**src/rtl/hazard_stall_controller_if.sv**
```systemverilog
// hazard_stall_controller_if: ID/EX hazard inputs and pipeline control outputs
interface hazard_stall_controller_if;
  logic [4:0]  id_rs;
  logic [4:0]  id_rt;
  logic        id_uses_rs;
  logic        id_uses_rt;
  logic        ex_mem_read;
  logic [4:0]  ex_rt;
  logic        id_branch_taken;
  logic        id_jump;
  logic        id_md_start;
  logic        id_md_is_div;
  logic        id_reads_hilo;
  logic        pc_write;
  logic        if_id_write;
  logic        id_ex_bubble;
  logic        if_id_flush;
  logic        md_busy;
  logic        md_done;
  logic [15:0] stall_cnt;
  modport master (
    output id_rs, id_rt, id_uses_rs, id_uses_rt, ex_mem_read, ex_rt,
           id_branch_taken, id_jump, id_md_start, id_md_is_div, id_reads_hilo,
    input  pc_write, if_id_write, id_ex_bubble, if_id_flush, md_busy, md_done, stall_cnt
  );
  modport slave (
    input  id_rs, id_rt, id_uses_rs, id_uses_rt, ex_mem_read, ex_rt,
           id_branch_taken, id_jump, id_md_start, id_md_is_div, id_reads_hilo,
    output pc_write, if_id_write, id_ex_bubble, if_id_flush, md_busy, md_done, stall_cnt
  );
endinterface

```
**src/rtl/hazard_stall_controller.sv**
```systemverilog
// hazard_stall_controller: ID-stage interlock, flush control, mult/div busy sequencer
module hazard_stall_controller #(
  parameter int MULT_CYCLES = 4,
  parameter int DIV_CYCLES  = 32,
  parameter int CNT_W       = 6
) (
  input logic clk,
  input logic rst,
  hazard_stall_controller_if.slave hz
);
  localparam logic [0:0] IDLE    = 1'b0;
  localparam logic [0:0] MD_BUSY = 1'b1;
  logic [0:0]       state;
  logic [CNT_W-1:0] cnt;
  logic [15:0]      stall_q;
  logic             load_stall, md_stall, stall, busy;
  always_comb begin
    busy       = state == MD_BUSY;
    load_stall = hz.ex_mem_read & (hz.ex_rt != 5'd0) &
                 ((hz.id_uses_rs & (hz.id_rs == hz.ex_rt)) | (hz.id_uses_rt & (hz.id_rt == hz.ex_rt)));
    md_stall   = busy & (hz.id_md_start | hz.id_reads_hilo);
    stall      = load_stall | md_stall;
  end
  // reset forces the pipeline to advance with no bubble or flush
  assign hz.pc_write     = rst | ~stall;
  assign hz.if_id_write  = rst | ~stall;
  assign hz.id_ex_bubble = ~rst & stall;
  assign hz.if_id_flush  = ~rst & (hz.id_branch_taken | hz.id_jump) & ~stall;
  assign hz.md_busy      = busy;
  assign hz.md_done      = busy & (cnt == '0);
  assign hz.stall_cnt    = stall_q;
  always_ff @(posedge clk) begin
    if (rst) begin
      state   <= IDLE;
      cnt     <= '0;
      stall_q <= '0;
    end else begin
      if (stall && stall_q != 16'hFFFF) stall_q <= stall_q + 16'd1;
      if (state == IDLE) begin
        if (hz.id_md_start && !load_stall) begin
          state <= MD_BUSY;
          cnt   <= hz.id_md_is_div ? CNT_W'(DIV_CYCLES - 1) : CNT_W'(MULT_CYCLES - 1);
        end
      end else if (cnt == '0) state <= IDLE;
      else cnt <= cnt - CNT_W'(1);
    end
  end
endmodule
```
**src/flat_wrapper.sv**
```systemverilog
// flat-port wrapper written by rule: the top's interface ports become plain ports
module hazard_stall_controller_flat 
#(
  parameter int MULT_CYCLES = 4,
  parameter int DIV_CYCLES  = 32,
  parameter int CNT_W       = 6
)
  (clk, rst, hz_id_rs, hz_id_rt, hz_id_uses_rs, hz_id_uses_rt, hz_ex_mem_read, hz_ex_rt, hz_id_branch_taken, hz_id_jump, hz_id_md_start, hz_id_md_is_div, hz_id_reads_hilo, hz_pc_write, hz_if_id_write, hz_id_ex_bubble, hz_if_id_flush, hz_md_busy, hz_md_done, hz_stall_cnt);
  hazard_stall_controller_if hz_i ();
  input logic clk;
  input logic rst;
  input wire logic [$bits(hz_i.id_rs)-1:0] hz_id_rs;
  input wire logic [$bits(hz_i.id_rt)-1:0] hz_id_rt;
  input wire logic [$bits(hz_i.id_uses_rs)-1:0] hz_id_uses_rs;
  input wire logic [$bits(hz_i.id_uses_rt)-1:0] hz_id_uses_rt;
  input wire logic [$bits(hz_i.ex_mem_read)-1:0] hz_ex_mem_read;
  input wire logic [$bits(hz_i.ex_rt)-1:0] hz_ex_rt;
  input wire logic [$bits(hz_i.id_branch_taken)-1:0] hz_id_branch_taken;
  input wire logic [$bits(hz_i.id_jump)-1:0] hz_id_jump;
  input wire logic [$bits(hz_i.id_md_start)-1:0] hz_id_md_start;
  input wire logic [$bits(hz_i.id_md_is_div)-1:0] hz_id_md_is_div;
  input wire logic [$bits(hz_i.id_reads_hilo)-1:0] hz_id_reads_hilo;
  output wire logic [$bits(hz_i.pc_write)-1:0] hz_pc_write;
  output wire logic [$bits(hz_i.if_id_write)-1:0] hz_if_id_write;
  output wire logic [$bits(hz_i.id_ex_bubble)-1:0] hz_id_ex_bubble;
  output wire logic [$bits(hz_i.if_id_flush)-1:0] hz_if_id_flush;
  output wire logic [$bits(hz_i.md_busy)-1:0] hz_md_busy;
  output wire logic [$bits(hz_i.md_done)-1:0] hz_md_done;
  output wire logic [$bits(hz_i.stall_cnt)-1:0] hz_stall_cnt;
  assign hz_i.id_rs = hz_id_rs;
  assign hz_i.id_rt = hz_id_rt;
  assign hz_i.id_uses_rs = hz_id_uses_rs;
  assign hz_i.id_uses_rt = hz_id_uses_rt;
  assign hz_i.ex_mem_read = hz_ex_mem_read;
  assign hz_i.ex_rt = hz_ex_rt;
  assign hz_i.id_branch_taken = hz_id_branch_taken;
  assign hz_i.id_jump = hz_id_jump;
  assign hz_i.id_md_start = hz_id_md_start;
  assign hz_i.id_md_is_div = hz_id_md_is_div;
  assign hz_i.id_reads_hilo = hz_id_reads_hilo;
  assign hz_pc_write = hz_i.pc_write;
  assign hz_if_id_write = hz_i.if_id_write;
  assign hz_id_ex_bubble = hz_i.id_ex_bubble;
  assign hz_if_id_flush = hz_i.if_id_flush;
  assign hz_md_busy = hz_i.md_busy;
  assign hz_md_done = hz_i.md_done;
  assign hz_stall_cnt = hz_i.stall_cnt;
  hazard_stall_controller #(.MULT_CYCLES(MULT_CYCLES), .DIV_CYCLES(DIV_CYCLES), .CNT_W(CNT_W)) u_core (.clk(clk), .rst(rst), .hz(hz_i));
endmodule
```
**config.mk**
```make
export PLATFORM = sky130hd
export DESIGN_NAME = hazard_stall_controller_flat
export DESIGN_NICKNAME = d
export VERILOG_FILES = /design/src/rtl/hazard_stall_controller_if.sv /design/src/rtl/hazard_stall_controller.sv /design/src/flat_wrapper.sv
export SDC_FILE = /design/constraint.sdc
export NUM_CORES = 1
export LEC_CHECK = 0
export ABC_AREA = 1
export CAP_MARGIN = 20
export CORE_UTILIZATION = 47
export DETAILED_ROUTE_END_ITERATION = 7
export MAX_ROUTING_LAYER = met4
export PLACE_DENSITY = 0.77
export SYNTH_ARGS = -nofsm -noshare
export SYNTH_HDL_FRONTEND = slang
export SYNTH_SLANG_ARGS = --single-unit
```
**constraint.sdc**
```tcl
create_clock -name clk -period 2.3 [get_ports clk]
set_input_delay 0.46 -clock clk [delete_from_list [all_inputs] [get_ports clk]]
set_output_delay 0.46 -clock clk [all_outputs]
set_load 0.02 [all_outputs]
```
After elaboration in Yosys (flattened, before gate mapping)
Index checks and enable logic that the tools add are counted.

Bits in registers: 23. Output and inout bits: 22. Logic and storage cells: 39.

Add/sub/neg operators: 2. Equality and inequality tests: 4. Multiplexer cells: 7. Bitwise operators: 16. Reduce and logical (&&, ||, !) cells: 7.

Operators with widths (count): 6-bit two-way mux (3); 16-bit by 1-bit adder with 16-bit output, second input constant (1); 16-bit != test, second input constant (1); 5-bit equality test (2); 1-bit AND (9); 6-bit logical NOT (1); 6-bit by 1-bit subtractor with 6-bit output, second input constant (1); 5-bit two-way mux (1); 1-bit OR (5); 5-bit nonzero test (1); 1-bit two-way mux (3); 1-bit logical AND (2); 2-bit != test, second input constant (1); 1-bit NOT (2); 2-bit AND reduction (1); 2-bit nonzero test (1); 1-bit logical NOT (1).

Logic depth before layout (Yosys ltp)
Gate-level depths: netlist of the first run.

Word-level depth: 8. Depth in mapped cells: 13. Depth with buffers taken out: 13.

Least setup slack after synthesis of the first run
No wires, ideal clock.

Path type: input port to output port. From: input hz_id_rt[1]. To: output hz_pc_write. Data arrival time: 1.573 ns. Slack: 0.267 ns. Cell stages on the path: 11. Path buffers: 2. Path through: inv_1 > nand2_1 > nand2_1 > nor2_1 > nand3_1 > nand2_1 > nand2_1 > nand2_2 > buf_2 > nand2_1 > buf_4.

Longest elaborated chain between the ends: 7.

Ends and longest elaborated chain: from (decl) (RTL line flat_wrapper.sv:13) `input wire logic [$bits(hz_i.id_rt)-1:0] hz_id_rt;`; 5-bit equality test (RTL line hazard_stall_controller.sv:20) `((hz.id_uses_rs & (hz.id_rs == hz.ex_rt)) | (hz.id_uses_rt & (hz.id_rt == hz.ex_rt)));`; 1-bit AND (RTL line hazard_stall_controller.sv:20); 1-bit OR (RTL line hazard_stall_controller.sv:20); 1-bit AND (RTL line hazard_stall_controller.sv:19) `load_stall = hz.ex_mem_read & (hz.ex_rt != 5'd0) &`; 1-bit OR (RTL line hazard_stall_controller.sv:22) `stall = load_stall | md_stall;`; 1-bit NOT; 1-bit OR; to (decl) (RTL line flat_wrapper.sv:23) `output wire logic [$bits(hz_i.pc_write)-1:0] hz_pc_write;`.

No other way between the ends.

Worst setup path after layout of the first run
From: input hz_id_rs[4]. To: output hz_id_ex_bubble.

Longest elaborated chain between the ends: 6.

Ends and longest elaborated chain: from (decl) (RTL line flat_wrapper.sv:12) `input wire logic [$bits(hz_i.id_rs)-1:0] hz_id_rs;`; 5-bit equality test (RTL line hazard_stall_controller.sv:20); 1-bit AND (RTL line hazard_stall_controller.sv:20); 1-bit OR (RTL line hazard_stall_controller.sv:20); 1-bit AND (RTL line hazard_stall_controller.sv:19); 1-bit OR (RTL line hazard_stall_controller.sv:22); 1-bit AND (RTL line hazard_stall_controller.sv:27) `assign hz.id_ex_bubble = ~rst & stall;`; to (decl) (RTL line flat_wrapper.sv:25) `output wire logic [$bits(hz_i.id_ex_bubble)-1:0] hz_id_ex_bubble;`.

No other way between the ends.

==> results of run 1 <==
per-layer routing:
metal / wire length [µm] / part of all wire [%] / global-route usage, %
met3: 230 / 6.2 / 2.56
met2: 1550 / 42 / 34.1
met5: 0 / 0 / -
met4: 44 / 1.2 / 5.65
met1: 1890 / 51 / 30.9
worst max-delay path, stage by stage:
cell	delay [ns]
clkdlybuf4s50_1	0.47
inv_1	0.04
nand2_1	0.05
nand2_1	0.05
nor2_1	0.11
nand3_1	0.08
nand2_1	0.08
nand2_2	0.06
nand2_2	0.06
nand2_1	0.08
inv_1	0.07
buf_4	0.13
flip-flops by register name, summed over array words and instances, names as in the netlist:
register / cells
u_core.cnt: 6
u_core.hz.md_busy: 1
u_core.hz.stall_cnt: 16
stage by stage:
stage	instances	power, mW	worst slack [ns]	hold slack [ns]
global placement	343	0.725	-0.418	0.448
floorplan	251	0.617	0.267	0.437
detailed placement	343	0.732	-0.469	0.455
finish	347	0.910	0.0978	0.484
CTS	347	0.915	0.00355	0.483
global route	347	0.965	0.0104	0.502
synthesized netlist by cell type:
library cell	instances	area, µm²
a21oi_1	7	35.0
a21oi_2	10	87.6
buf_2	2	10.0
buf_4	1	7.51
buf_6	1	11.3
clkbuf_1	3	11.3
dfxtp_1	23	460
ha_1	2	25.0
inv_1	30	113
inv_2	6	22.5
nand2_1	72	270
nand2_2	3	18.8
nand2_4	1	11.3
nand3_1	24	120
nand3_2	1	10.0
nand4_1	5	31.3
nor2_1	28	105
nor2_4	1	11.3
nor3_1	5	25.0
nor3_2	1	10.0
nor3_4	1	16.3
o21ai_0	3	15.0
o21ai_1	2	10.0
o21bai_1	2	15.0
xnor2_1	5	43.8
xor2_1	12	105
what timing repair did:
action / 4_1_cts / 5_1_grt
setup buffers: 0 / 0
hold endpoints to repair: 0 / 0
endpoints found under the setup margin: 5 / 4
resized for setup: 19 / 13
pin swaps: 0 / 4
gates cloned: 0 / 0
layout make-up:
class	count	area, µm²
clock buffer	3	22.5
tap	44	55.1
timing repair buffer	55	537
multi-input combinational	185	971
clock inverter	1	5.00
fill	290	967
sequential	23	460
inverter	36	135
worst min-delay path by stage:
stage,start,endpoint,slack [ns],depth (start not counted)
after floorplan,u_core.cnt[0]$_SDFFE_PP0P_,u_core.cnt[0]$_SDFFE_PP0P_,0.44,2
after global placement,u_core.cnt[0]$_SDFFE_PP0P_,u_core.cnt[0]$_SDFFE_PP0P_,0.45,2
after detailed placement,u_core.cnt[0]$_SDFFE_PP0P_,u_core.cnt[0]$_SDFFE_PP0P_,0.46,2
after CTS,u_core.cnt[0]$_SDFFE_PP0P_,u_core.cnt[0]$_SDFFE_PP0P_,0.48,2
after global routing,u_core.cnt[0]$_SDFFE_PP0P_,u_core.cnt[0]$_SDFFE_PP0P_,0.50,2
final,u_core.cnt[0]$_SDFFE_PP0P_,u_core.cnt[0]$_SDFFE_PP0P_,0.48,2
power breakdown:
| group | switching [mW] | internal (mW) | leakage [nW] |
|---|---|---|---|
| Clock | 0.127 | 0.0651 | 0.0177 |
| Combinational | 0.159 | 0.124 | 0.817 |
| Sequential | 0.0156 | 0.419 | 0.187 |
cells by family (layout without fill, tap and decap cells):
| kind of cell | Yosys count | in the layout |
|---|---|---|
| xor+xnor | 17 | 17 |
| compound gates | 24 | 24 |
| fa+ha+maj | 2 | 2 |
| buf+inv | 43 | 95 |
| flops | 23 | 23 |
| simple gates | 142 | 142 |
==> reports/qor.yml, run 1 <==
clock_tree:
  htreeDepth: 1
  hold_buffers: 0
  cts.sinks: 23
  ctsRootBufferMaster: "clkbuf_4"
  numCtsBuffers: 3
  clk_pin_slew_worst_paths_ns: 0.13
  clock_latency_ns: 0.32
  cts_tree: "yes"
  clk_path_buf_depth: 2
critical_path:
  reg2reg_depth: 10
  cp.required_ns: 1.84
  crit_end: "hz_id_ex_bubble"
  worstSetupEndpointType: "output pin"
  start_kind: "primary input"
  timing.rr.start: "u_core.hz.stall_cnt[1]$_SDFFE_PP0P_"
  ff2ff_setup_slack_ns: 0.50
  crit_type: "primary input to output pin"
  critical_path.startpoint: "hz_id_rs[4]"
  r2r-end: "u_core.hz.stall_cnt[1]$_SDFFE_PP0P_"
  arrival_ns: 1.74
  cp_max_fo: 3
floorplanning:
  die_height_um: 60.4
  ios: 47
  start_util_pct: 50.8
  rows: 20
  core_area_um2: 3150
  dieArea_um2: 3650
  dieWidth_um: 60.4
global_route:
  grt_pass1_wl_um: 6020
  grt_antenna_before_repair: 0
  grt_pass1_vias: 1406
  grt-ovfl-total: 0
  grt_max_degree: 17
  track_usage_pct: 22.2
drt:
  ant_nets: 0
  drcViolationCount: 0
  drt-vias-per-instance: 4.79
  dr_total_vias: 1663
  drt_wl_total_um: 3720
  detail_route.iter0.violations: 96
  firstDrtPassIters: 6
  routedWlPerCell_um: 10.7
pwr:
  p_per_area_nw_per_um2: 416
  irDropWorstVdd_mv: 0.334
  leakage_nw: 1.02
timing:
  slew_headroom_pct: 80.7
  fin_crit_ns: 2.20
  tightest_slew_ns: 0.289
  finalHoldViolCount: 0
  setup-violations-final: 0
  finalSetupTns_ns: 0
  finalClockSkew_ns: 0.00707
  rsz0062_at_grt: "no"
  slew_violations: 0
  clock.fmax_mhz: 454
  period_share_pct: 95.7
synth:
  synth_area_um2: 1600
  synth_fa_ha_area_share_pct: 1.56
  ys_ff_latch: 23
  syn_inst: 251
  ys_seq_area_share_pct: 28.7
  synth_top_family_by_area: "simple AND/OR/NAND/NOR gates"
  synth_warnings: 0
  synth_area_per_cell_um2: 6.38
  synth_fp_nets: 278
  synth-simple-area-share_pct: 39.3
  synth_compound_area_share_pct: 10.2
  netlist-cell-type-count: 26
  muxShareOfSynthArea_pct: 0
  yosys.area_share.xor_xnor_pct: 9.30
place:
  gp_congestion: 0.890
  io_buffer_count: 46
  hpwl_um: 2890
  placed_area_um2: 2140
layout:
  final_util_pct: 69.3
  final_common_cell: "nand2_1"
  num_antenna_cells: 0
  area_growth_pct: 36.5
  finalNetCount: 331
  final_cell_mix: "71 x nand2_1, 31 x clkdlybuf4s50_1, 30 x inv_1"
  postLayoutCellArea_um2: 2190
  layout-drive-gt1-share_pct: 14.2
flow_run:
  cap_violations: 0
status:
  outcome: "finished clean"
min_path:
  hold_class: "flop to flop"
(Power assumes the default switching activity.)
==> run 2, diff against run 1 <==
--- a/config.mk
+++ b/config.mk
@@ -5,12 +5,12 @@
 export SDC_FILE = /design/constraint.sdc
 export NUM_CORES = 1
 export LEC_CHECK = 0
-export ABC_AREA = 1
 export CAP_MARGIN = 20
-export CORE_UTILIZATION = 47
+export CORE_UTILIZATION = 45
 export DETAILED_ROUTE_END_ITERATION = 7
 export MAX_ROUTING_LAYER = met4
-export PLACE_DENSITY = 0.77
+export PLACE_DENSITY = 0.76
+export SKIP_LAST_GASP = 1
 export SYNTH_ARGS = -nofsm -noshare
 export SYNTH_HDL_FRONTEND = slang
 export SYNTH_SLANG_ARGS = --single-unit
==> constraint.sdc (replaced) <==
create_clock -name clk -period 2.3 [get_ports clk]
set_input_delay 0.23 -clock clk [delete_from_list [all_inputs] [get_ports clk]]
set_output_delay 0.23 -clock clk [all_outputs]
set_load 0.02 [all_outputs]
==> run 2 against run 1 <==
- the flow now finishes with violations (DRC)
- non-clock buffer count up 1
- clock-buffer cell count unchanged
- via count shrank 13%
- power down 6.0%
- die area down 7.9%
- combinational power decreased by 19%
- worst setup slack worse by 0.044 ns
- clock power about the same
- critical path type unchanged
==> reports/qor.yml, run 2 <==
floorplanning:
  start_util_pct: 49.3  # was 50.8%
  ios: 47  # unchanged
  dieWidth_um: 57.9  # was 60.4 µm
  dieArea_um2: 3360  # was 3650 µm²
  rows: 19  # was 20
  die_height_um: 57.9  # was 60.4 µm
  core_area_um2: 2850  # was 3150 µm²
synth:
  netlist.area_leader.share_pct: 32.7  # was 28.8%
  ys_ff_latch: 23  # unchanged
  synth_area_leaders: "dfxtp_1 33%, xnor2_1 6.2%, a21oi_1 5.0%, nor2_1 4.3%, or3_1 4.0%"  # was dfxtp_1 29%, nand2_1 17%, nand3_1 7.5%, inv_1 7.0%, nor2_1 6.6%
  synthFlopType: "dfxtp_1"  # unchanged
  synth_area_um2: 1410  # was 1600 µm²
  netlist-cell-type-count: 40  # was 26
  synth_fp_nets: 198  # was 278
  yosysMostFrequentCell: "dfxtp_1"  # was nand2_1
  synth_warnings: 0  # unchanged
  synth_edf_count: 0  # unchanged
  async_reset_ff_share_pct: 0  # unchanged
  yosys.area.top_type: "dfxtp_1"  # unchanged
  ys_seq_area_share_pct: 32.7  # was 28.7%
  synth_common_cells: "23 x dfxtp_1, 16 x nor2_1, 14 x a21oi_1"  # was 72 x nand2_1, 30 x inv_1, 28 x nor2_1
  synth_area_per_cell_um2: 8.23  # was 6.38 µm²
  syn_inst: 171  # was 251
global_route:
  grt_max_degree: 29  # was 17
  track_usage_pct: 22.3  # was 22.2%
  grt_pass1_vias: 1340  # was 1406
  grt_pass1_wl_um: 5750  # was 6020 µm
  grt-ovfl-total: 0  # unchanged
  grt_antenna_before_repair: 0  # unchanged
timing:
  slew_headroom_pct: 68.4  # was 80.7%
  clock.fmax_mhz: 445  # was 454 MHz
  timing.hold.ws_ns: 0.509  # was 0.484 ns
  rsz0062_at_grt: "yes"  # was no
  fin_crit_ns: 2.25  # was 2.20 ns
  slew_violations: 0  # unchanged
  setup-violations-final: 0  # unchanged
  finalHoldViolCount: 0  # unchanged
  period_share_pct: 97.7  # was 95.7%
  finalClockSkew_ns: 0.00433  # was 0.00707 ns
  setup_slack_ns: 0.0539  # was 0.0978 ns
  finalSetupTns_ns: 0  # unchanged
  tightest_slew_ns: 0.470  # was 0.289 ns
pwr:
  p_int_mw: 0.599  # was 0.608 mW
  leakage_nw: 0.691  # was 1.02 nW
  power_frac_comb_pct: 26.9  # was 31.1%
  p_per_area_nw_per_um2: 432  # was 416 nW/µm²
  fin_total_pwr_mw: 0.855  # was 0.910 mW
  sw_frac_of_total_pct: 30.0  # was 33.1%
  irDropWorstVdd_mv: 0.391  # was 0.334 mV
  clockPowerShare_pct: 22.1  # was 21.1%
  p_seq_share_pct: 50.9  # was 47.8%
  power_switching_mw: 0.256  # was 0.302 mW
clock_tree:
  cts.sinks: 23  # unchanged
  numCtsBuffers: 3  # unchanged
  cts_tree: "yes"  # unchanged
  clk_pin_slew_worst_paths_ns: 0.13  # about the same
  hold_buffers: 0  # unchanged
  clock_latency_ns: 0.31  # was 0.32 ns
  cts_setup_buffers: 0  # unchanged
  htreeDepth: 1  # unchanged
  clk_path_buf_depth: 2  # unchanged
  ctsRootBufferMaster: "clkbuf_4"  # unchanged
critical_path:
  worstSetupEndpointType: "output pin"  # unchanged
  critPathTopFamily: "buffers and inverters"  # unchanged
  cp_slowest_cell: "or4_1"  # was clkdlybuf4s50_1
  cp_max_fo: 3  # unchanged
  path_cells: "clkdlybuf4s50_1 > or4_1 > o21a_1 > a21oi_2 > nor2_1 > inv_1 > dlygate4sd2_1"  # was clkdlybuf4s50_1 > inv_1 > nand2_1 > nand2_1 > nor2_1 > nand3_1 > nand2_1 > nand2_2 > nand2_2 > nand2_1 > inv_1 > buf_4
  crit_buf_inv: 3  # was 4
  cp.required_ns: 2.07  # was 1.84 ns
  start_kind: "primary input"  # unchanged
  crit_type: "primary input to output pin"  # unchanged
  arrival_ns: 2.02  # was 1.74 ns
  max_stage_delay_ns: 0.52  # was 0.47 ns
flow_run:
  cap_violations: 0  # unchanged
drt:
  ant_nets: 0  # unchanged
  drt_wl_total_um: 3400  # was 3720 µm
  routedWlPerCell_um: 13.3  # was 10.7 µm
  dr_total_vias: 1439  # was 1663
  drt-vias-per-instance: 5.64  # was 4.79
  firstDrtPassIters: 6  # unchanged
  detail_route.iter0.violations: 64  # was 96
  drcViolationCount: 2  # was 0
layout:
  finalNetCount: 252  # was 331
  fillCellCount: 254  # was 290
  num_antenna_cells: 0  # unchanged
  largest_reg_flops: 16  # unchanged
  final_common_cell: "clkdlybuf4s50_1"  # was nand2_1
  layout-drive-gt1-share_pct: 11.2  # was 14.2%
  final_cell_mix: "42 x clkdlybuf4s50_1, 23 x dfxtp_1, 16 x nor2_1"  # was 71 x nand2_1, 31 x clkdlybuf4s50_1, 30 x inv_1
  area_growth_pct: 40.7  # was 36.5%
status:
  outcome: "finished, violations left"  # was finished clean
  failed_checks: "DRC"
place:
  gp_congestion: 0.811  # was 0.890
  dp_slack_ns: -0.342  # was -0.469 ns
  hpwl_um: 2690  # was 2890 µm
  io_buffer_count: 46  # unchanged
min_path:
  hold_class: "flop to flop"  # unchanged
run 2: cell types whose count changed after synthesis, sizes merged, moves of 4 or more:
cell | before | now
inv | 36 | 9
nand2 | 76 | 9
nand3 | 25 | 8
nor2 | 29 | 17
nor2b | 0 | 4
nor3 | 7 | 2
nor4 | 0 | 4
o21ai | 5 | 10
o31ai | 0 | 5
or3 | 0 | 9
or4 | 0 | 6
xnor2 | 5 | 10
xor2 | 12 | 1
run 2: kinds of logic (layout without fill, tap and decap cells):
kind of cell	count (synthesis)	count (layout)	share of synthesized area, %
XOR/XNOR	11	11	6.84
flip-flops	23	23	32.7
multiplexers	4	4	3.11
AND/OR/NAND/NOR	74	74	32.1
adder cells (fa/ha/maj)	2	2	1.78
buffers and inverters	16	69	4.71
AO/OA/AOI/OAI	41	41	18.8
run 2: what timing repair did:
item,in CTS,in global routing
pin swaps,0,1
endpoints found under the setup margin,4,7
gates resized for setup,4,5
run 2: final cells by class:
cell class / count / area [µm²] / area share [%]
clock buffer: 3 / 22.5 / 1.14
tap: 31 / 38.8 / 1.96
sequential: 23 / 460 / 23.2
multi-input combinational: 132 / 893 / 45.1
clock inverter: 1 / 5.00 / 0.253
timing repair buffer: 56 / 527 / 26.6
inverter: 9 / 33.8 / 1.71
run 2: final timing paths:
check	from	end	slack, ns	cells past startpoint
max reg2reg	u_core.hz.stall_cnt[4]$_SDFFE_PP0P_	u_core.hz.stall_cnt[15]$_SDFFE_PP0P_	0.24	6
max	hz_ex_rt[0]	hz_if_id_write	0.05	7
min reg2reg	u_core.cnt[5]$_SDFFE_PP0P_	u_core.cnt[5]$_SDFFE_PP0P_	0.51	2
min	u_core.cnt[5]$_SDFFE_PP0P_	u_core.cnt[5]$_SDFFE_PP0P_	0.51	2
run 2: stage by stage:
step / instance area, µm² / utilization, % / instances
2_1_floorplan: 1410 / - / 171
3_3_place_gp: 1950 / 68.3 / 251
3_5_place_dp: 1950 / 68.3 / 251
4_1_cts: 1970 / 69.1 / 255
5_1_grt: 1980 / 69.4 / 255
6_report: 1980 / 69.4 / 255
run 2: worst min-delay path, cell delays in order (launching register included):
cell and delay, ns:
dfxtp_1 0.34, nand3b_1 0.07, o21ai_0 0.06
run 2: per-layer routing:
| metal | track usage (%) | wire, µm | up-vias |
|---|---|---|---|
| met5 | - | 0 | - |
| met3 | 3.57 | 126 | 4 |
| met4 | 5.10 | 42 | 0 |
| met2 | 39.1 | 1720 | 30 |
| met1 | 26.8 | 1520 | 670 |
| li1 | - | - | 735 |
run 2: power by group through the flow:
stage | clock [mW] | sequential (mW) | combinational, mW
finish | 0.189 | 0.436 | 0.230
CTS | 0.198 | 0.435 | 0.231
detailed placement | 0 | 0.444 | 0.233
global route | 0.209 | 0.438 | 0.252
floorplan | 0 | 0.445 | 0.128
global placement | 0 | 0.442 | 0.227
